`src/rtl/expmul_accum.sv`:
```
// Row accumulator behind the expmul stage: sums rescaled and exp-weighted lanes
// per key, feeds the running value back upstream, and hands each finished row downstream.
module expmul_accum #(
  parameter int W        = 16,
  parameter int D        = 4,
  parameter int NUM_KEYS = 64
) (
  input  logic             clk,
  input  logic             rst,
  input  logic             vld_in,
  output logic             rdy_out,
  input  logic [D*W-1:0]   exp_o_in,
  input  logic [D*W-1:0]   exp_v_in,
  output logic [D*W-1:0]   o_star_prev_out,
  output logic             vld_out,
  input  logic             rdy_in,
  output logic [D*W-1:0]   o_out
);

  localparam int CW = (NUM_KEYS > 1) ? $clog2(NUM_KEYS) : 1;
  localparam logic [CW-1:0] LAST = CW'(NUM_KEYS - 1);

  typedef enum logic {ACCUM, DRAIN} state_t;

  state_t         state_q, state_d;
  logic [CW-1:0]  cnt_q, cnt_d;
  logic [D*W-1:0] acc_q, acc_d;
  logic [D*W-1:0] out_q, out_d;
  logic [D*W-1:0] sum;
  logic           accept;
  logic           emit;

  // Per-lane add at W+1 bits; an overflow shows up as the top two bits differing.
  generate
    for (genvar gi = 0; gi < D; gi++) begin : g_lane
      logic [W:0] wide;
      assign wide = {exp_o_in[gi*W+W-1], exp_o_in[gi*W +: W]}
                  + {exp_v_in[gi*W+W-1], exp_v_in[gi*W +: W]};
      assign sum[gi*W +: W] = (wide[W] != wide[W-1])
                            ? (wide[W] ? {1'b1, {(W-1){1'b0}}} : {1'b0, {(W-1){1'b1}}})
                            : wide[W-1:0];
    end
  endgenerate

  assign rdy_out         = !rst && ((state_q == ACCUM) || rdy_in);
  assign vld_out         = (state_q == DRAIN);
  assign o_out           = out_q;
  assign o_star_prev_out = (cnt_q == '0) ? '0 : acc_q;

  assign accept = vld_in && rdy_out;
  assign emit   = vld_out && rdy_in;

  always_comb begin
    state_d = state_q;
    cnt_d   = cnt_q;
    acc_d   = acc_q;
    out_d   = out_q;
    if (emit) begin
      state_d = ACCUM;
    end
    // A key accepted during DRAIN always coincides with an emit, so the
    // final-key branch below may re-enter DRAIN in that same cycle.
    if (accept) begin
      acc_d = sum;
      if (cnt_q == LAST) begin
        out_d   = sum;
        cnt_d   = '0;
        state_d = DRAIN;
      end else begin
        cnt_d = cnt_q + CW'(1);
      end
    end
  end

  always_ff @(posedge clk or posedge rst) begin
    if (rst) begin
      state_q <= ACCUM;
      cnt_q   <= '0;
      acc_q   <= '0;
      out_q   <= '0;
    end else begin
      state_q <= state_d;
      cnt_q   <= cnt_d;
      acc_q   <= acc_d;
      out_q   <= out_d;
    end
  end

endmodule

```
`config.mk`:
```
export PLATFORM = sky130hd
export DESIGN_NAME = expmul_accum
export DESIGN_NICKNAME = d
export VERILOG_FILES = /design/src/rtl/expmul_accum.sv
export SDC_FILE = /design/constraint.sdc
export NUM_CORES = 1
export LEC_CHECK = 0
export CORE_ASPECT_RATIO = 1.25
export CORE_UTILIZATION = 49
export CTS_BUF_LIST = sky130_fd_sc_hd__clkbuf_4 sky130_fd_sc_hd__clkbuf_8
export CTS_CLUSTER_DIAMETER = 200
export CTS_CLUSTER_SIZE = 25
export DETAILED_ROUTE_END_ITERATION = 8
export PLACE_DENSITY = 0.82
export REMOVE_ABC_BUFFERS = 1
export SLEW_MARGIN = 15
export SYNTH_ARGS = -nofsm -noshare
export SYNTH_HDL_FRONTEND = slang
export SYNTH_SLANG_ARGS = --single-unit
```
`constraint.sdc`:
```
create_clock -name clk -period 4.91 [get_ports clk]
set_input_delay 0.7365 -clock clk [delete_from_list [all_inputs] [get_ports clk]]
set_output_delay 0.7365 -clock clk [all_outputs]
set_load 0.01 [all_outputs]
```
==> results of run 1 <==
-- where the power goes --
part,leakage (nW),switching [mW],internal [mW]
clock,0.184,0.456,0.451
combinational,3.34,0.867,0.872
sequential,1.71,0.0818,1.26
total,5.23,1.41,2.58
-- worst paths after layout --
| kind | startpoint | to | slack, ns | cells after the start |
|---|---|---|---|---|
| min in group asynchronous | rst | vld_out$_DFF_PP0_ | 0.77 | 2 |
| setup / recovery | cnt_q[4]$_DFFE_PP0P_ | o_star_prev_out[8] | 1.30 | 5 |
| hold / removal | acc_q[56]$_DFFE_PP0P_ | acc_q[56]$_DFFE_PP0P_ | 0.47 | 2 |
| hold reg to reg | acc_q[56]$_DFFE_PP0P_ | acc_q[56]$_DFFE_PP0P_ | 0.47 | 2 |
| max in group asynchronous | rst | o_out[11]$_DFFE_PP0P_ | 3.16 | 3 |
| setup reg to reg | cnt_q[0]$_DFFE_PP0P_ | o_out[45]$_DFFE_PP0P_ | 2.41 | 6 |
-- Yosys cell counts, drive strengths merged (3+ instances only) --
master	instances
nand3	10
fa	4
nor3	6
o31a	3
a21oi	110
xor2	15
a31oi	10
o21bai	4
nor2	100
ha	66
buf	10
inv	35
nand2b	11
or3	10
a211oi	6
xnor2	25
a211o	4
nand2	113
dfrtp	135
clkbuf	33
o211ai	14
and4	3
nand4	7
o21ai	91
nor2b	70
and3	8
maj3	3
o22a	15
a31o	4
o31ai	3
and2	9
o21a	9
a21o	14
mux2	14
a21boi	3
a41oi	3
-- cell families (layout without fill, tap and decap cells) --
| kind of cell | Yosys count | after routing |
|---|---|---|
| AND/OR/NAND/NOR | 357 | 357 |
| AO/OA/AOI/OAI | 314 | 314 |
| flip-flops | 135 | 135 |
| buffers and inverters | 78 | 337 |
| adder cells (fa/ha/maj) | 73 | 73 |
| XOR/XNOR | 40 | 40 |
| multiplexers | 16 | 16 |
-- worst max-delay path, delay by kind of cell (launching register included) --
| kind | cells | cell delay (ns) |
|---|---|---|
| buffers and inverters | 2 | 0.94 |
| flip-flops | 1 | 0.43 |
| AND/OR/NAND/NOR | 3 | 1.06 |
-- layout by cell type (no fill, tap or decap), types with 10 or more instances in the layout --
cell type        Yosys  routed
a21o_1              14      14
nand2_1            113     111
clkdlybuf4s50_1      0     261
o21ai_0             84      84
o22a_1              15      15
a31oi_1             10      10
nor2b_1             69      69
nand2b_1            11      11
a21oi_1            108     108
or3_1               10      10
dfrtp_1            135     135
o211ai_1            14      14
mux2_2              12      12
xor2_1              15      15
nor2_1              98      98
ha_1                66      66
inv_1               34      33
clkbuf_8             0      17
xnor2_1             25      25
-- state kept, by name, indices dropped and copies added (netlist names) --
signal / flops
acc_q: 64
cnt_q: 6
o_out: 64
vld_out: 1
-- routing by layer --
| layer | global-route usage | up-vias | share of wire |
|---|---|---|---|
| li1 | - | 4068 | - |
| met1 | 0.323 | 3971 | 0.40 |
| met2 | 0.483 | 299 | 0.51 |
| met3 | 0.0501 | 68 | 0.053 |
| met4 | 0.135 | 0 | 0.042 |
| met5 | 0 | - | 0 |
-- cell type report --
cell class | count | area [sq um]
fillers | 1439 | 5510
flip-flops and latches | 135 | 3380
repair buffers | 270 | 2680
well taps | 224 | 280
clock inverters | 15 | 156
multi-input cells | 800 | 5190
inverters | 35 | 136
clock buffers | 17 | 234
==> flow_summary.yaml, run 1 <==
routing:
  drt_wl_total_mm: 25.3
  vias: 8406
  wl_per_cell_um: 16.9
  drtPass1Iterations: 5
  drt_iter0_drc: 420
  route.detailed.drc: 0
  avgViaCountPerCell: 5.62
  ant_nets: 0
setup_path:
  slowest_stage: "and2_2"
  crit_arrival_ns: 2.88
  path_max_fanout: 29
  slowest_delay_ns: 0.67
  start_kind: "flip-flop"
  critPathRequiredTime_ns: 4.17
  path_cells: "nor4_1 > and2_2 > buf_4 > nor2b_1 > clkdlybuf4s50_1"
  endpoint_kind: "output port"
  worstSetupPathType: "reg2out"
logic_synthesis:
  synth_top_family_by_area: "compound AO/OA/AOI/OAI gates"
  synthAdderAreaFrac: 0.105
  synth_ff_type: "dfrtp_1"
  synthArstFlopShare: 1.00
  synth-simple-area-share: 0.194
  yosysWarnings: 0
  synth_cell_types: 77
  avgSynthCellArea_sq_um: 8.76
  ys_seq_elements: 135
  synth.top_cell.area_share: 0.381
  yosysTopAreaCell: "dfrtp_1"
  ys_top_cells_by_area: "dfrtp_1 38%, ha_1 9.3%, a21oi_1 6.1%"
  synth_area_sq_um: 8880
  ys_seq_area_frac: 0.381
  synthMuxAreaShare: 0.0209
  synth_edf_count: 0
  synth_xor_area_frac: 0.0395
  synth-compound-area-share: 0.225
  postSynthCellCount: 1013
grt:
  antenna_found_initial: 0
  grt_usage: 0.278
  grt_pass1_wl_mm: 40.5
  grt_max_degree: 65
  grt_overflow: 0
  grt_pass1_vias: 8212
clock_tree:
  htreeDepth: 4
  clkTransAtPathRegs_ns: 0.07
  cts_root_buffer: "clkbuf_8"
  cts_made_buffers: 17
  clock_latency_ns: 0.45
  post_cts_buffers: 0
  clock-sinks: 135
  clockBufferDepth: 2
  cts_tree: "built"
  hold_buffers: 0
  cts_resized: 0
die:
  start_util: 0.505
  io_pins: 262
  dieArea_sq_um: 18700
  die_h_um: 152
  rows: 54
  coreArea_sq_um: 17600
  fp.dieW_um: 122
placed_design:
  dp_slack_ns: 0.907
  port_buffers: 261
  gp_congestion: 0.952
  placed_area_sq_um: 11700
  place_inst: 1464
  post-dp-hpwl_mm: 19.5
power_and_ir_drop:
  p_leak_nw: 5.23
  finalPower_mw: 3.99
  vdd_drop_max_mv: 0.179
  p_per_area_nw_per_um2: 331
sta:
  setup-tns-final_ns: 0
  clock.fmax_mhz: 277
  setup_violations: 0
  drv_slew: 0
  maxSlewHeadroom: 0.481
  worst_slack_ns: 1.30
  fin_worst_skew_ns: 0.0122
  period_share: 0.736
  finalHoldViolCount: 0
  worstMarginPinSlew_ns: 0.778
  rsz0062_at_grt: "false"
  period_minus_slack_ns: 3.61
  whs_ns: 0.473
cells_and_area:
  insertedDiodeCount: 0
  post-route-cell-area_sq_um: 12100
  final_util: 0.687
  nets: 1461
  drive_gt1_frac: 0.0653
  stdcell_count: 1496
  area_delta_synth_final_pct: 35.9
job:
  maxCapViolations: 0
outcome:
  status: "finished clean"
hold_path:
  hold_path_class: "reg2reg"
(Power assumes the default switching activity.)
==> run 2, diff against run 1 <==
==> constraint.sdc (replaced) <==
create_clock -name clk -period 3.52 [get_ports clk]
set_input_delay 0.528 -clock clk [delete_from_list [all_inputs] [get_ports clk]]
set_output_delay 0.528 -clock clk [all_outputs]
set_load 0.01 [all_outputs]
==> run 2 against run 1 <==
Net effect: count of clock-buffer cells in the layout rose by 2; via count is 1.6% higher; final cell count up 1.9%; combinational power is 44% higher; clock power is 41% higher; sequential share of layout area shrank 0.61 points; clock skew is essentially flat; critical endpoint is now o_out[59]$_DFFE_PP0P_; largest cell class unchanged; highest routed layer unchanged.
==> flow_summary.yaml, run 2 (synthesized netlist as in run 1, its figures left out) <==
outcome:
  status: "finished clean"
grt:
  grt_pass1_vias: 8363
  grt_pass1_wl_mm: 40.6
  grt_max_degree: 73
  antenna_found_initial: 0
  grt_usage: 0.275
  grt_overflow: 0
setup_path:
  critPathRequiredTime_ns: 3.86
  crit_end: "o_out[59]$_DFFE_PP0P_"
  path_max_fanout: 9
  endpoint_kind: "flip-flop"
  slowest_stage: "clkdlybuf4s50_1"
  worstSetupPathType: "in2reg"
  start_kind: "input port"
  r2r.worst_path.cells: 6
  ff2ff_setup_slack_ns: 1.37
  reg2reg_to: "o_out[45]$_DFFE_PP0P_"
  setup.worst_path.start: "exp_o_in[48]"
  path_cells: "clkdlybuf4s50_1 > ha_1 > inv_1 > fa_1 > nor2b_4 > o2111a_1 > o311a_1 > o21ai_2 > a41oi_4 > and2_1 > o21ai_0 > o21ai_0"
  crit_arrival_ns: 3.48
  slowest_delay_ns: 0.47
  rr_startpoint: "cnt_q[0]$_DFFE_PP0P_"
  crit_top_cell: "o21ai_0"
clock_tree:
  cts_resized: 0
  clock_latency_ns: 0.43
  cts_tree: "built"
  htreeDepth: 4
  hold_buffers: 0
  cts_root_buffer: "clkbuf_8"
  clock-sinks: 135
  clockBufferDepth: 2
  post_cts_buffers: 0
  clkTransAtPathRegs_ns: 0.07
  cts_made_buffers: 17
sta:
  rsz0062_at_grt: "false"
  period_minus_slack_ns: 3.14
  fin_worst_skew_ns: 0.0118
  finalHoldViolCount: 0
  maxSlewHeadroom: 0.598
  drv_slew: 0
  period_share: 0.891
  setup-tns-final_ns: 0
  worstMarginPinSlew_ns: 0.600
  clock.fmax_mhz: 319
  setup_violations: 0
job:
  maxCapViolations: 0
die:
  io_pins: 262
  rows: 54
  die_h_um: 152
  start_util: 0.505
  coreArea_sq_um: 17600
  fp.dieW_um: 122
  dieArea_sq_um: 18700
routing:
  ant_nets: 0
  wl_met3_mm: 1.34
  avgViaCountPerCell: 5.60
  routed.top_layer: "met4"
  drtPass1Iterations: 5
  vias: 8538
  dr_wl_met2_mm: 12.6
  route.detailed.drc: 0
  wl_per_cell_um: 16.6
  drt_wl_total_mm: 25.3
  wl_met1_mm: 10.4
  drt_iter0_drc: 338
placed_design:
  port_buffers: 261
  post-dp-hpwl_mm: 19.8
  gp_congestion: 0.928
hold_path:
  hold_depth: 2
  hold_path_class: "reg2reg"
power_and_ir_drop:
  swShare: 0.348
  vdd_drop_max_mv: 0.248
  finalPower_mw: 5.66
  p_per_area_nw_per_um2: 459
  p_leak_nw: 5.39
  p_clk_frac: 0.226
  p_comb_frac: 0.444
  seqPwrFrac: 0.330
  p_int_mw: 3.69
  switchingPower_mw: 1.97
cells_and_area:
  insertedDiodeCount: 0
  final_cell_mix: "261 x clkdlybuf4s50_1, 135 x dfrtp_1, 111 x nand2_1"
  drive_gt1_frac: 0.0854
  nets: 1489
  final_util: 0.702
  final_common_cell: "clkdlybuf4s50_1"
  area_delta_synth_final_pct: 38.9
## run 2: changes by cell type in the layout (fill, tap and decap cells not counted)
cell	delta
inv_6	+3
clkinv_4	-2
buf_12	+4
clkbuf_4	+2
clkinvlp_4	-1
clkinv_2	-2
buf_4	+24
## run 2: how the worst min path moves through the flow
| stage | start | to |
|---|---|---|
| after floorplan | acc_q[56]$_DFFE_PP0P_ | acc_q[56]$_DFFE_PP0P_ |
| after global placement | acc_q[53]$_DFFE_PP0P_ | acc_q[53]$_DFFE_PP0P_ |
| after detailed placement | acc_q[56]$_DFFE_PP0P_ | acc_q[56]$_DFFE_PP0P_ |
| after CTS | acc_q[56]$_DFFE_PP0P_ | acc_q[56]$_DFFE_PP0P_ |
| after global routing | o_out[56]$_DFFE_PP0P_ | o_out[56]$_DFFE_PP0P_ |
| final | o_out[56]$_DFFE_PP0P_ | o_out[56]$_DFFE_PP0P_ |
## run 2: per-stage QoR
stage	setup WS [ns]	hold slack [ns]	instances	cell area [sq um]
finish	0.383	0.476	1524	12300
global route	0.185	0.492	1524	12300
CTS	0.414	0.477	1524	12300
detailed placement	-0.0404	0.459	1492	11900
global placement	0.0607	0.454	1492	11900
floorplan	-0.911	0.438	970	8700
## run 2: power by group through the flow
stage               Clock (mW)  Combinational (mW)  Sequential (mW)
detailed placement           0                2.50             1.90
floorplan                    0                1.30             1.86
finish                    1.28                2.51             1.87
CTS                       1.31                2.52             1.87
global route              1.38                2.72             1.89
global placement             0                2.48             1.88
## run 2: layer usage
layer / global-route usage / up-vias
met5: 0 / -
met4: 0.120 / 0
met3: 0.0460 / 56
met2: 0.473 / 292
met1: 0.335 / 4057
li1: - / 4133
## run 2: cell type report
| type | instances | area (sq um) |
|---|---|---|
| fillers | 1420 | 5240 |
| multi-input cells | 800 | 5190 |
| flip-flops and latches | 135 | 3380 |
| repair buffers | 298 | 2940 |
| well taps | 224 | 280 |
| clock buffers | 19 | 249 |
| clock inverters | 13 | 148 |
| inverters | 35 | 136 |
## run 2: worst max-delay path: cells and delay by family
family                     cells  cell delay, ns
AOI/OAI and AO/OA              6            1.30
adders and majority gates      2            0.61
buffers and inverters          2            0.53
and+or+nand+nor                2            0.49
==> run 3, diff against run 2 <==
--- a/config.mk
+++ b/config.mk
@@ -17,3 +17,4 @@
 export SYNTH_ARGS = -nofsm -noshare
 export SYNTH_HDL_FRONTEND = slang
 export SYNTH_SLANG_ARGS = --single-unit
+export TNS_END_PERCENT = 100
==> results of run 3 <==
Same layout as run 2: the final DEF is identical, and so are final timing and power.
